### config.mk
export PLATFORM = sky130hd
export DESIGN_NAME = usb_rx_decoder
export DESIGN_NICKNAME = d
export VERILOG_FILES = /design/src/rtl/usb_pkg.sv /design/src/rtl/usb_crc_step.sv /design/src/rtl/usb_rx_decoder.sv
export SDC_FILE = /design/constraint.sdc
export NUM_CORES = 1
export LEC_CHECK = 0
export CAP_MARGIN = 30
export CORE_AREA = 2 2 158 160
export CTS_BUF_LIST = sky130_fd_sc_hd__clkbuf_2
export DETAILED_ROUTE_END_ITERATION = 8
export DIE_AREA = 0 0 160 162
export PLACE_DENSITY_LB_ADDON = 0.25
export SLEW_MARGIN = 20
export SYNTH_ARGS = -nofsm -noshare
export SYNTH_HDL_FRONTEND = slang
export SYNTH_SLANG_ARGS = --single-unit
### constraint.sdc
create_clock -name CLK_60M -period 3.2 [get_ports CLK_60M]
set_clock_uncertainty 0.2 [all_clocks]
set_input_delay 0.64 -clock CLK_60M [delete_from_list [all_inputs] [get_ports CLK_60M]]
set_output_delay 0.64 -clock CLK_60M [all_outputs]
set_load 0.05 [all_outputs]
### src/rtl/usb_pkg.sv
// usb_pkg
//   Shared definitions for the USB receive decoder: PID nibble values,
//   ERR_CODE reasons, CRC5/CRC16 polynomial/init/residual constants, the
//   decoder state enum and small PID helper functions.
package usb_pkg;

  typedef enum logic [2:0] {
    ST_IDLE  = 3'd0,
    ST_TOKEN = 3'd1,
    ST_HS    = 3'd2,
    ST_DATA  = 3'd3,
    ST_DRAIN = 3'd4
  } state_e;

  typedef enum logic [2:0] {
    PK_TOKEN    = 3'd0,
    PK_HS       = 3'd1,
    PK_DATA     = 3'd2,
    PK_SPECIAL  = 3'd3,
    PK_RESERVED = 3'd4
  } pid_kind_e;

  // PID[3:0] values
  localparam logic [3:0] PID_OUT   = 4'h1;
  localparam logic [3:0] PID_IN    = 4'h9;
  localparam logic [3:0] PID_SOF   = 4'h5;
  localparam logic [3:0] PID_SETUP = 4'hD;
  localparam logic [3:0] PID_PING  = 4'h4;
  localparam logic [3:0] PID_ACK   = 4'h2;
  localparam logic [3:0] PID_NAK   = 4'hA;
  localparam logic [3:0] PID_STALL = 4'hE;
  localparam logic [3:0] PID_NYET  = 4'h6;
  localparam logic [3:0] PID_DATA0 = 4'h3;
  localparam logic [3:0] PID_DATA1 = 4'hB;
  localparam logic [3:0] PID_DATA2 = 4'h7;
  localparam logic [3:0] PID_MDATA = 4'hF;
  localparam logic [3:0] PID_SPLIT = 4'h8;
  localparam logic [3:0] PID_PRE   = 4'hC;

  // ERR_CODE reasons
  localparam logic [2:0] ERR_NONE      = 3'd0;
  localparam logic [2:0] ERR_PID_CHECK = 3'd1;
  localparam logic [2:0] ERR_CRC5      = 3'd2;
  localparam logic [2:0] ERR_CRC16     = 3'd3;
  localparam logic [2:0] ERR_LENGTH    = 3'd4;
  localparam logic [2:0] ERR_OVERSIZE  = 3'd5;
  localparam logic [2:0] ERR_ABORT     = 3'd6;
  localparam logic [2:0] ERR_UNSUPP    = 3'd7;

  // CRCs: shift-left registers, data consumed LSB-first
  localparam int unsigned   CRC5_W         = 5;
  localparam logic [4:0]    CRC5_POLY      = 5'h05;
  localparam logic [4:0]    CRC5_INIT      = 5'h1F;
  localparam logic [4:0]    CRC5_RESIDUAL  = 5'h0C;
  localparam int unsigned   CRC16_W        = 16;
  localparam logic [15:0]   CRC16_POLY     = 16'h8005;
  localparam logic [15:0]   CRC16_INIT     = 16'hFFFF;
  localparam logic [15:0]   CRC16_RESIDUAL = 16'h800D;

  // Upper nibble of a PID byte must be the complement of the lower one.
  function automatic logic pid_check_ok(input logic [7:0] b);
    return b[7:4] == ~b[3:0];
  endfunction

  function automatic pid_kind_e pid_kind(input logic [3:0] pid);
    case (pid)
      PID_OUT, PID_IN, PID_SETUP, PID_PING, PID_SOF:  return PK_TOKEN;
      PID_ACK, PID_NAK, PID_STALL, PID_NYET:          return PK_HS;
      PID_DATA0, PID_DATA1, PID_DATA2, PID_MDATA:     return PK_DATA;
      PID_SPLIT, PID_PRE:                             return PK_SPECIAL;
      default:                                        return PK_RESERVED;
    endcase
  endfunction

endpackage

### src/rtl/usb_crc_step.sv
// usb_crc_step
//   Combinational single-byte CRC update, bits consumed LSB-first into a
//   shift-left register (feedback = msb ^ data bit, XOR POLY when set).
//   Ports:
//     crc_in  [WIDTH-1:0]  current CRC register
//     data_in [7:0]        byte to fold in
//     crc_out [WIDTH-1:0]  CRC register after the byte
module usb_crc_step #(
  parameter int unsigned      WIDTH = 5,
  parameter logic [WIDTH-1:0] POLY  = '0
) (
  input  logic [WIDTH-1:0] crc_in,
  input  logic [7:0]       data_in,
  output logic [WIDTH-1:0] crc_out
);

  logic [WIDTH-1:0] crc_v;
  logic             fb;

  always_comb begin
    crc_v = crc_in;
    fb    = 1'b0;
    for (int unsigned i = 0; i < 8; i++) begin
      fb    = crc_v[WIDTH-1] ^ data_in[i];
      crc_v = {crc_v[WIDTH-2:0], 1'b0};
      if (fb) crc_v = crc_v ^ POLY;
    end
    crc_out = crc_v;
  end

endmodule

### src/rtl/usb_rx_decoder.sv
// usb_rx_decoder
//   Packet-level receive decoder behind the ULPI link. Validates PID and
//   CRC, classifies token/SOF/handshake/data packets and forwards data
//   payload bytes with the trailing CRC16 stripped.
//   Ports:
//     CLK_60M, RST_USB                  clock, sync active-high reset
//     USB_DATA_OUT[7:0], *_STRB, *_END, *_FAIL   byte stream from ULPI
//     TOKEN_VALID/PID/ADDR/ENDP         decoded OUT/IN/SETUP/PING token
//     SOF_VALID/SOF_FRAME               decoded SOF
//     HS_VALID/HS_PID                   decoded handshake
//     DATA_START/PID/BYTE/STRB/END/OK   data packet stream
//     PKT_ERR/ERR_CODE                  rejection pulse and held reason
//     BUSY                              decoder not idle
//   All outputs are registered.
module usb_rx_decoder
  import usb_pkg::*;
#(
  parameter int unsigned MAX_PAYLOAD = 1024
) (
  input  logic        CLK_60M,
  input  logic        RST_USB,
  input  logic [7:0]  USB_DATA_OUT,
  input  logic        USB_DATA_OUT_STRB,
  input  logic        USB_DATA_OUT_END,
  input  logic        USB_DATA_OUT_FAIL,
  output logic        TOKEN_VALID,
  output logic [3:0]  TOKEN_PID,
  output logic [6:0]  TOKEN_ADDR,
  output logic [3:0]  TOKEN_ENDP,
  output logic        SOF_VALID,
  output logic [10:0] SOF_FRAME,
  output logic        HS_VALID,
  output logic [3:0]  HS_PID,
  output logic        DATA_START,
  output logic [3:0]  DATA_PID,
  output logic [7:0]  DATA_BYTE,
  output logic        DATA_STRB,
  output logic        DATA_END,
  output logic        DATA_OK,
  output logic        PKT_ERR,
  output logic [2:0]  ERR_CODE,
  output logic        BUSY
);

  localparam int unsigned CW      = $clog2(MAX_PAYLOAD + 3);
  // Count of bytes after the PID at which one more byte means oversize
  localparam logic [CW-1:0] OVF_CNT = CW'(MAX_PAYLOAD + 2);
  localparam logic [CW-1:0] CNT_ONE = CW'(1);
  localparam logic [CW-1:0] CNT_TWO = CW'(2);

  state_e          state_q, state_d;
  logic [CW-1:0]   cnt_q, cnt_d, cnt_inc;
  logic [3:0]      pid_q, pid_d;
  logic [4:0]      crc5_q, crc5_d, crc5_next;
  logic [15:0]     crc16_q, crc16_d, crc16_next;
  logic [7:0]      hold0_q, hold0_d;   // older held byte
  logic [7:0]      hold1_q, hold1_d;   // newest held byte

  logic            token_valid_q, token_valid_d;
  logic [3:0]      token_pid_q, token_pid_d;
  logic [6:0]      token_addr_q, token_addr_d;
  logic [3:0]      token_endp_q, token_endp_d;
  logic            sof_valid_q, sof_valid_d;
  logic [10:0]     sof_frame_q, sof_frame_d;
  logic            hs_valid_q, hs_valid_d;
  logic [3:0]      hs_pid_q, hs_pid_d;
  logic            data_start_q, data_start_d;
  logic [3:0]      data_pid_q, data_pid_d;
  logic [7:0]      data_byte_q, data_byte_d;
  logic            data_strb_q, data_strb_d;
  logic            data_end_q, data_end_d;
  logic            data_ok_q, data_ok_d;
  logic            pkt_err_q, pkt_err_d;
  logic [2:0]      err_code_q, err_code_d;
  logic            busy_q, busy_d;

  usb_crc_step #(.WIDTH(CRC5_W), .POLY(CRC5_POLY)) u_crc5 (
    .crc_in  (crc5_q),
    .data_in (USB_DATA_OUT),
    .crc_out (crc5_next)
  );

  usb_crc_step #(.WIDTH(CRC16_W), .POLY(CRC16_POLY)) u_crc16 (
    .crc_in  (crc16_q),
    .data_in (USB_DATA_OUT),
    .crc_out (crc16_next)
  );

  assign cnt_inc = (cnt_q == '1) ? cnt_q : cnt_q + CNT_ONE;

  // The byte (if any) is applied first, producing the *_d values; END is
  // then judged on those post-byte values so STRB+END in one cycle works.
  // The PID is decoded in the IDLE cycle that receives it.
  always_comb begin
    state_d       = state_q;
    cnt_d         = cnt_q;
    pid_d         = pid_q;
    crc5_d        = crc5_q;
    crc16_d       = crc16_q;
    hold0_d       = hold0_q;
    hold1_d       = hold1_q;
    token_valid_d = 1'b0;
    token_pid_d   = token_pid_q;
    token_addr_d  = token_addr_q;
    token_endp_d  = token_endp_q;
    sof_valid_d   = 1'b0;
    sof_frame_d   = sof_frame_q;
    hs_valid_d    = 1'b0;
    hs_pid_d      = hs_pid_q;
    data_start_d  = 1'b0;
    data_pid_d    = data_pid_q;
    data_byte_d   = data_byte_q;
    data_strb_d   = 1'b0;
    data_end_d    = 1'b0;
    data_ok_d     = 1'b0;
    pkt_err_d     = 1'b0;
    err_code_d    = err_code_q;

    if (USB_DATA_OUT_FAIL && (state_q != ST_IDLE)) begin
      pkt_err_d  = 1'b1;
      err_code_d = ERR_ABORT;
      if (state_q == ST_DATA) data_end_d = 1'b1;
      state_d    = ST_IDLE;
    end else begin
      if (USB_DATA_OUT_STRB) begin
        case (state_q)
          ST_IDLE: begin
            pid_d   = USB_DATA_OUT[3:0];
            cnt_d   = '0;
            crc5_d  = CRC5_INIT;
            crc16_d = CRC16_INIT;
            if (!pid_check_ok(USB_DATA_OUT)) begin
              pkt_err_d  = 1'b1;
              err_code_d = ERR_PID_CHECK;
              state_d    = ST_DRAIN;
            end else begin
              case (pid_kind(USB_DATA_OUT[3:0]))
                PK_TOKEN: state_d = ST_TOKEN;
                PK_HS:    state_d = ST_HS;
                PK_DATA: begin
                  data_start_d = 1'b1;
                  data_pid_d   = USB_DATA_OUT[3:0];
                  state_d      = ST_DATA;
                end
                default: begin
                  pkt_err_d  = 1'b1;
                  err_code_d = ERR_UNSUPP;
                  state_d    = ST_DRAIN;
                end
              endcase
            end
          end
          ST_TOKEN: begin
            crc5_d  = crc5_next;
            hold0_d = hold1_q;
            hold1_d = USB_DATA_OUT;
            cnt_d   = cnt_inc;
          end
          ST_HS: begin
            cnt_d = cnt_inc;
          end
          ST_DATA: begin
            if (cnt_q >= OVF_CNT) begin
              pkt_err_d  = 1'b1;
              err_code_d = ERR_OVERSIZE;
              data_end_d = 1'b1;
              state_d    = ST_DRAIN;
            end else begin
              // Once two bytes are held, the oldest is known to be payload
              if (cnt_q >= CNT_TWO) begin
                data_byte_d = hold0_q;
                data_strb_d = 1'b1;
              end
              crc16_d = crc16_next;
              hold0_d = hold1_q;
              hold1_d = USB_DATA_OUT;
              cnt_d   = cnt_inc;
            end
          end
          default: ;
        endcase
      end

      if (USB_DATA_OUT_END) begin
        case (state_d)
          ST_TOKEN: begin
            if (cnt_d != CNT_TWO) begin
              pkt_err_d  = 1'b1;
              err_code_d = ERR_LENGTH;
            end else if (crc5_d != CRC5_RESIDUAL) begin
              pkt_err_d  = 1'b1;
              err_code_d = ERR_CRC5;
            end else if (pid_d == PID_SOF) begin
              sof_valid_d = 1'b1;
              sof_frame_d = {hold1_d[2:0], hold0_d};
            end else begin
              token_valid_d = 1'b1;
              token_pid_d   = pid_d;
              token_addr_d  = hold0_d[6:0];
              token_endp_d  = {hold1_d[2:0], hold0_d[7]};
            end
          end
          ST_HS: begin
            if (cnt_d != '0) begin
              pkt_err_d  = 1'b1;
              err_code_d = ERR_LENGTH;
            end else begin
              hs_valid_d = 1'b1;
              hs_pid_d   = pid_d;
            end
          end
          ST_DATA: begin
            data_end_d = 1'b1;
            if (cnt_d < CNT_TWO) begin
              pkt_err_d  = 1'b1;
              err_code_d = ERR_LENGTH;
            end else if (crc16_d != CRC16_RESIDUAL) begin
              pkt_err_d  = 1'b1;
              err_code_d = ERR_CRC16;
            end else begin
              data_ok_d = 1'b1;
            end
          end
          default: ;
        endcase
        state_d = ST_IDLE;
      end
    end

    busy_d = (state_d != ST_IDLE);
  end

  always_ff @(posedge CLK_60M) begin
    if (RST_USB) begin
      state_q       <= ST_IDLE;
      cnt_q         <= '0;
      pid_q         <= '0;
      crc5_q        <= '0;
      crc16_q       <= '0;
      hold0_q       <= '0;
      hold1_q       <= '0;
      token_valid_q <= 1'b0;
      token_pid_q   <= '0;
      token_addr_q  <= '0;
      token_endp_q  <= '0;
      sof_valid_q   <= 1'b0;
      sof_frame_q   <= '0;
      hs_valid_q    <= 1'b0;
      hs_pid_q      <= '0;
      data_start_q  <= 1'b0;
      data_pid_q    <= '0;
      data_byte_q   <= '0;
      data_strb_q   <= 1'b0;
      data_end_q    <= 1'b0;
      data_ok_q     <= 1'b0;
      pkt_err_q     <= 1'b0;
      err_code_q    <= '0;
      busy_q        <= 1'b0;
    end else begin
      state_q       <= state_d;
      cnt_q         <= cnt_d;
      pid_q         <= pid_d;
      crc5_q        <= crc5_d;
      crc16_q       <= crc16_d;
      hold0_q       <= hold0_d;
      hold1_q       <= hold1_d;
      token_valid_q <= token_valid_d;
      token_pid_q   <= token_pid_d;
      token_addr_q  <= token_addr_d;
      token_endp_q  <= token_endp_d;
      sof_valid_q   <= sof_valid_d;
      sof_frame_q   <= sof_frame_d;
      hs_valid_q    <= hs_valid_d;
      hs_pid_q      <= hs_pid_d;
      data_start_q  <= data_start_d;
      data_pid_q    <= data_pid_d;
      data_byte_q   <= data_byte_d;
      data_strb_q   <= data_strb_d;
      data_end_q    <= data_end_d;
      data_ok_q     <= data_ok_d;
      pkt_err_q     <= pkt_err_d;
      err_code_q    <= err_code_d;
      busy_q        <= busy_d;
    end
  end

  assign TOKEN_VALID = token_valid_q;
  assign TOKEN_PID   = token_pid_q;
  assign TOKEN_ADDR  = token_addr_q;
  assign TOKEN_ENDP  = token_endp_q;
  assign SOF_VALID   = sof_valid_q;
  assign SOF_FRAME   = sof_frame_q;
  assign HS_VALID    = hs_valid_q;
  assign HS_PID      = hs_pid_q;
  assign DATA_START  = data_start_q;
  assign DATA_PID    = data_pid_q;
  assign DATA_BYTE   = data_byte_q;
  assign DATA_STRB   = data_strb_q;
  assign DATA_END    = data_end_q;
  assign DATA_OK     = data_ok_q;
  assign PKT_ERR     = pkt_err_q;
  assign ERR_CODE    = err_code_q;
  assign BUSY        = busy_q;

endmodule

==> impl_results.md, run 1 <==
- Register area share after synthesis: 0.367
- Die height: between 150 and 200 um
- Max Slew Vio Count: 0
- Final WL: 19300 um
- I/O pin total: 67
- CP Max Fanout: 8
- Hold-fix buffers at CTS: 0
- DRC: 0
- Clock root cell: clkbuf_2
- Synthesized flop and latch total: 109
- Synth cell types: between 70 and 80
- Most common cell after layout, fill and taps aside: buf_4
- Maximum clock path buffer count: 2
- Cell Area, Synth: 5940 um^2
- Area growth syn-to-layout: 45.6%
- Final net count: between 900 and 1000
- Minimum clock period: around 3.1 ns
- Cells after DPL: 1230
- Synth warnings: 0
- I/O Buffers: 66
- VDD IR max: 0.000183 V
- Slowest-stage cell, CP: dfxtp_2
- Crit path max-delay family: simple AND/OR/NAND/NOR gates
- Die area: ~26000 um^2
- Total of max-cap violations: 0
- Worst EP required: roughly 3.7 ns
- XOR/XNOR Fraction of Synth Area: 0.0720
- Leakage power: 0.00354 uW
- Share of layout cells above drive strength 1: 0.291
- Largest net degree at the start of global routing: 74
- WL/cell: roughly 15 um
- CP bufs+invs: 4
- Kind of critical path: flip-flop to flip-flop
- Outcome: completed
- Worst setup SP type: flip-flop
- Antenna violations before repair: 1
- Placement Cell Area: approximately 8100 um^2
- Vias in the first global route: 5705
- RSZ-0062 raised after global routing: yes
- Clock Latency Late Sink: slightly above 0.7 ns
- Critical Path Most Common Cell: buf_4
- Post-DP HPWL: roughly 14000 um
- Util after Layout: 0.359
- Post-synthesis mux area share: 0.0779
- CP peak stage delay: roughly 0.45 ns
- Simple-gate portion of the synthesized area: 0.225
- Hold Vio Cnt, Final: 0
- Setup violators final: 0
- Chip width: 160 um
- Placer Congestion: 0.864
- Adder-cell share of the synthesized area: 0.0105
- First-pass GRT wire length: 30700 um
- Commonest cells after routing, fill and taps aside: buf_4, dfxtp_1, nor2_1
- Clk slew on worst S/H paths: approximately 0.37 ns
- Via density: roughly 4.7
- Mapped Cells: around 720
- EDFF count, synth: 0
- Fillers: 2548
- H-tree Lvls: 3
- Syn avg cell area: roughly 8.3 um^2
- Critical path arrival: approximately 3.6 ns
- Ys async rst share: 0
- Clock Sinks: between 100 and 150
- Initial Utilization: 0.246
- Hold WS: around 0.15 ns
- Fin crit share: 0.974
- Syn Nets: ~740
- Final cell count without fillers: ~1300
- Worst slew margin: 0.471
- Top_reg_cell synth: dfxtp_1
- Overall power: approximately 2900 uW
- CP endpoint kind: flip-flop
- Worst slew pin tran: around 0.79 ns
- Final Instance Area: 8650 um^2
- Power per Cell Area: around 340 nW/um^2
- DR vias: ~6000
- Total track usage: 0.147
- DRT antenna net count: 0
- CP cell instances: buf_4 -> nor3_2 -> buf_4 -> a31o_4 -> and2_1 -> buf_4 -> a31o_2 -> nand4_1 -> nor4_4 -> buf_4 -> and4_4 -> nor2_1 -> o31a_1
- CTS tree: built
- Hold crit path type: input pin to flip-flop
- Grt ovf: 0
- Main combinational cell family by area after synthesis: simple AND/OR/NAND/NOR gates
- Number of buffers created by CTS: 9
- First-iteration detailed-routing DRC count: around 340
- Fmax: 321 MHz
- TritonRoute pass-1 iters: 5
- Synth Area in Compound Gates: 0.198
- Row count: 57
- Core area: 24100 um^2
-- registers in the layout (all words and copies together) (netlist names), 3 cells and up --
signal,count
HS_PID,4
pid_q,4
state_q,3
hold0_q,8
ERR_CODE,3
TOKEN_ADDR,7
crc16_q,16
hold1_q,8
DATA_PID,4
TOKEN_ENDP,4
DATA_BYTE,8
TOKEN_PID,4
SOF_FRAME,11
cnt_q,11
crc5_q,5
-- repair_timing --
| item | CTS | global route |
|---|---|---|
| buffers inserted | 1 | 13 |
| pin swaps | 3 | 15 |
| gates cloned | 0 | 1 |
| resized for setup | 8 | 41 |
| endpoints found under the setup margin | 34 | 36 |
-- where the power goes --
| group | total [uW] | internal (uW) | switching (uW) |
|---|---|---|---|
| registers | 1440 | 1400 | 36.9 |
| logic | 698 | 364 | 334 |
| clock network | 772 | 165 | 607 |
| total | 2910 | 1930 | 978 |
-- cells in the mapped netlist (8+ instances only) --
cell type	instances	area, um^2
nand3_1	16	80.1
xnor2_1	27	236
nor3_1	15	75.1
inv_1	12	45.0
buf_2	9	45.0
a21oi_1	52	260
o22ai_1	8	50.1
and2_1	9	56.3
o21ai_0	32	160
mux2_2	10	113
xor2_1	9	78.8
dfxtp_1	109	2180
a211oi_1	11	82.6
nand4_1	9	56.3
a31oi_1	11	68.8
mux2i_1	35	350
nand2_1	89	334
clkbuf_1	21	78.8
buf_4	9	67.6
nor2_1	96	360
-- final timing paths --
check                  start  cells past startpoint  slack, ns     endpoint
hold / removal       RST_USB                      3       0.15    HS_PID[1]
setup reg to reg    cnt_q[1]                     13       0.08  ERR_CODE[1]
setup / recovery    cnt_q[1]                     13       0.08  ERR_CODE[1]
hold reg to reg   hold1_q[6]                      2       0.25   hold0_q[6]
-- final cells by class --
cell class                      instances  area (um^2)  share of cell area
Inverter                               12         45.0             0.00521
Multi-Input combinational cell        550         3750               0.433
Timing Repair Buffer                  250         2120               0.245
Tap cell                              324          405              0.0469
Sequential cell                       109         2180               0.253
Clock inverter                          7         98.8              0.0114
Antenna cell                            1         2.50            0.000289
Clock buffer                            9         45.0             0.00521
-- routing by layer --
layer | GRT usage | share of wire
met5 | 0 | 0
met4 | 0.0319 | 0.012
met3 | 0.0240 | 0.042
met2 | 0.233 | 0.45
met1 | 0.210 | 0.50
-- worst min-delay path: cells and delay by family --
family | cells | cell delay (ns)
AOI/OAI and AO/OA | 1 | 0.06
buffers and inverters | 2 | 0.35
-- metrics by stage --
step	setup TNS, ns	setup slack (ns)
3_3_place_gp	-22.72	-0.666
4_1_cts	0	0.00191
6_report	0	0.0843
5_1_grt	-0.0500	-0.0179
2_1_floorplan	-0.00600	-0.00600
3_5_place_dp	-22.19	-0.659
-- kinds of logic after synthesis --
kind of cell	Yosys count
AND/OR/NAND/NOR	279
AO/OA/AOI/OAI	180
XOR/XNOR	41
multiplexers	45
flip-flops	109
adder cells (fa/ha/maj)	5
buffers and inverters	59
No activity file was read; power rests on OpenSTA's default activity.
==> run 2, diff against run 1 <==
--- a/config.mk
+++ b/config.mk
@@ -8,6 +8,7 @@
 export CAP_MARGIN = 30
 export CORE_AREA = 2 2 158 160
 export CTS_BUF_LIST = sky130_fd_sc_hd__clkbuf_2
+export CTS_CLUSTER_DIAMETER = 50
 export DETAILED_ROUTE_END_ITERATION = 8
 export DIE_AREA = 0 0 160 162
 export PLACE_DENSITY_LB_ADDON = 0.25
==> results of run 2 <==
Same layout as run 1: the final DEF is identical, and so are final timing and power.
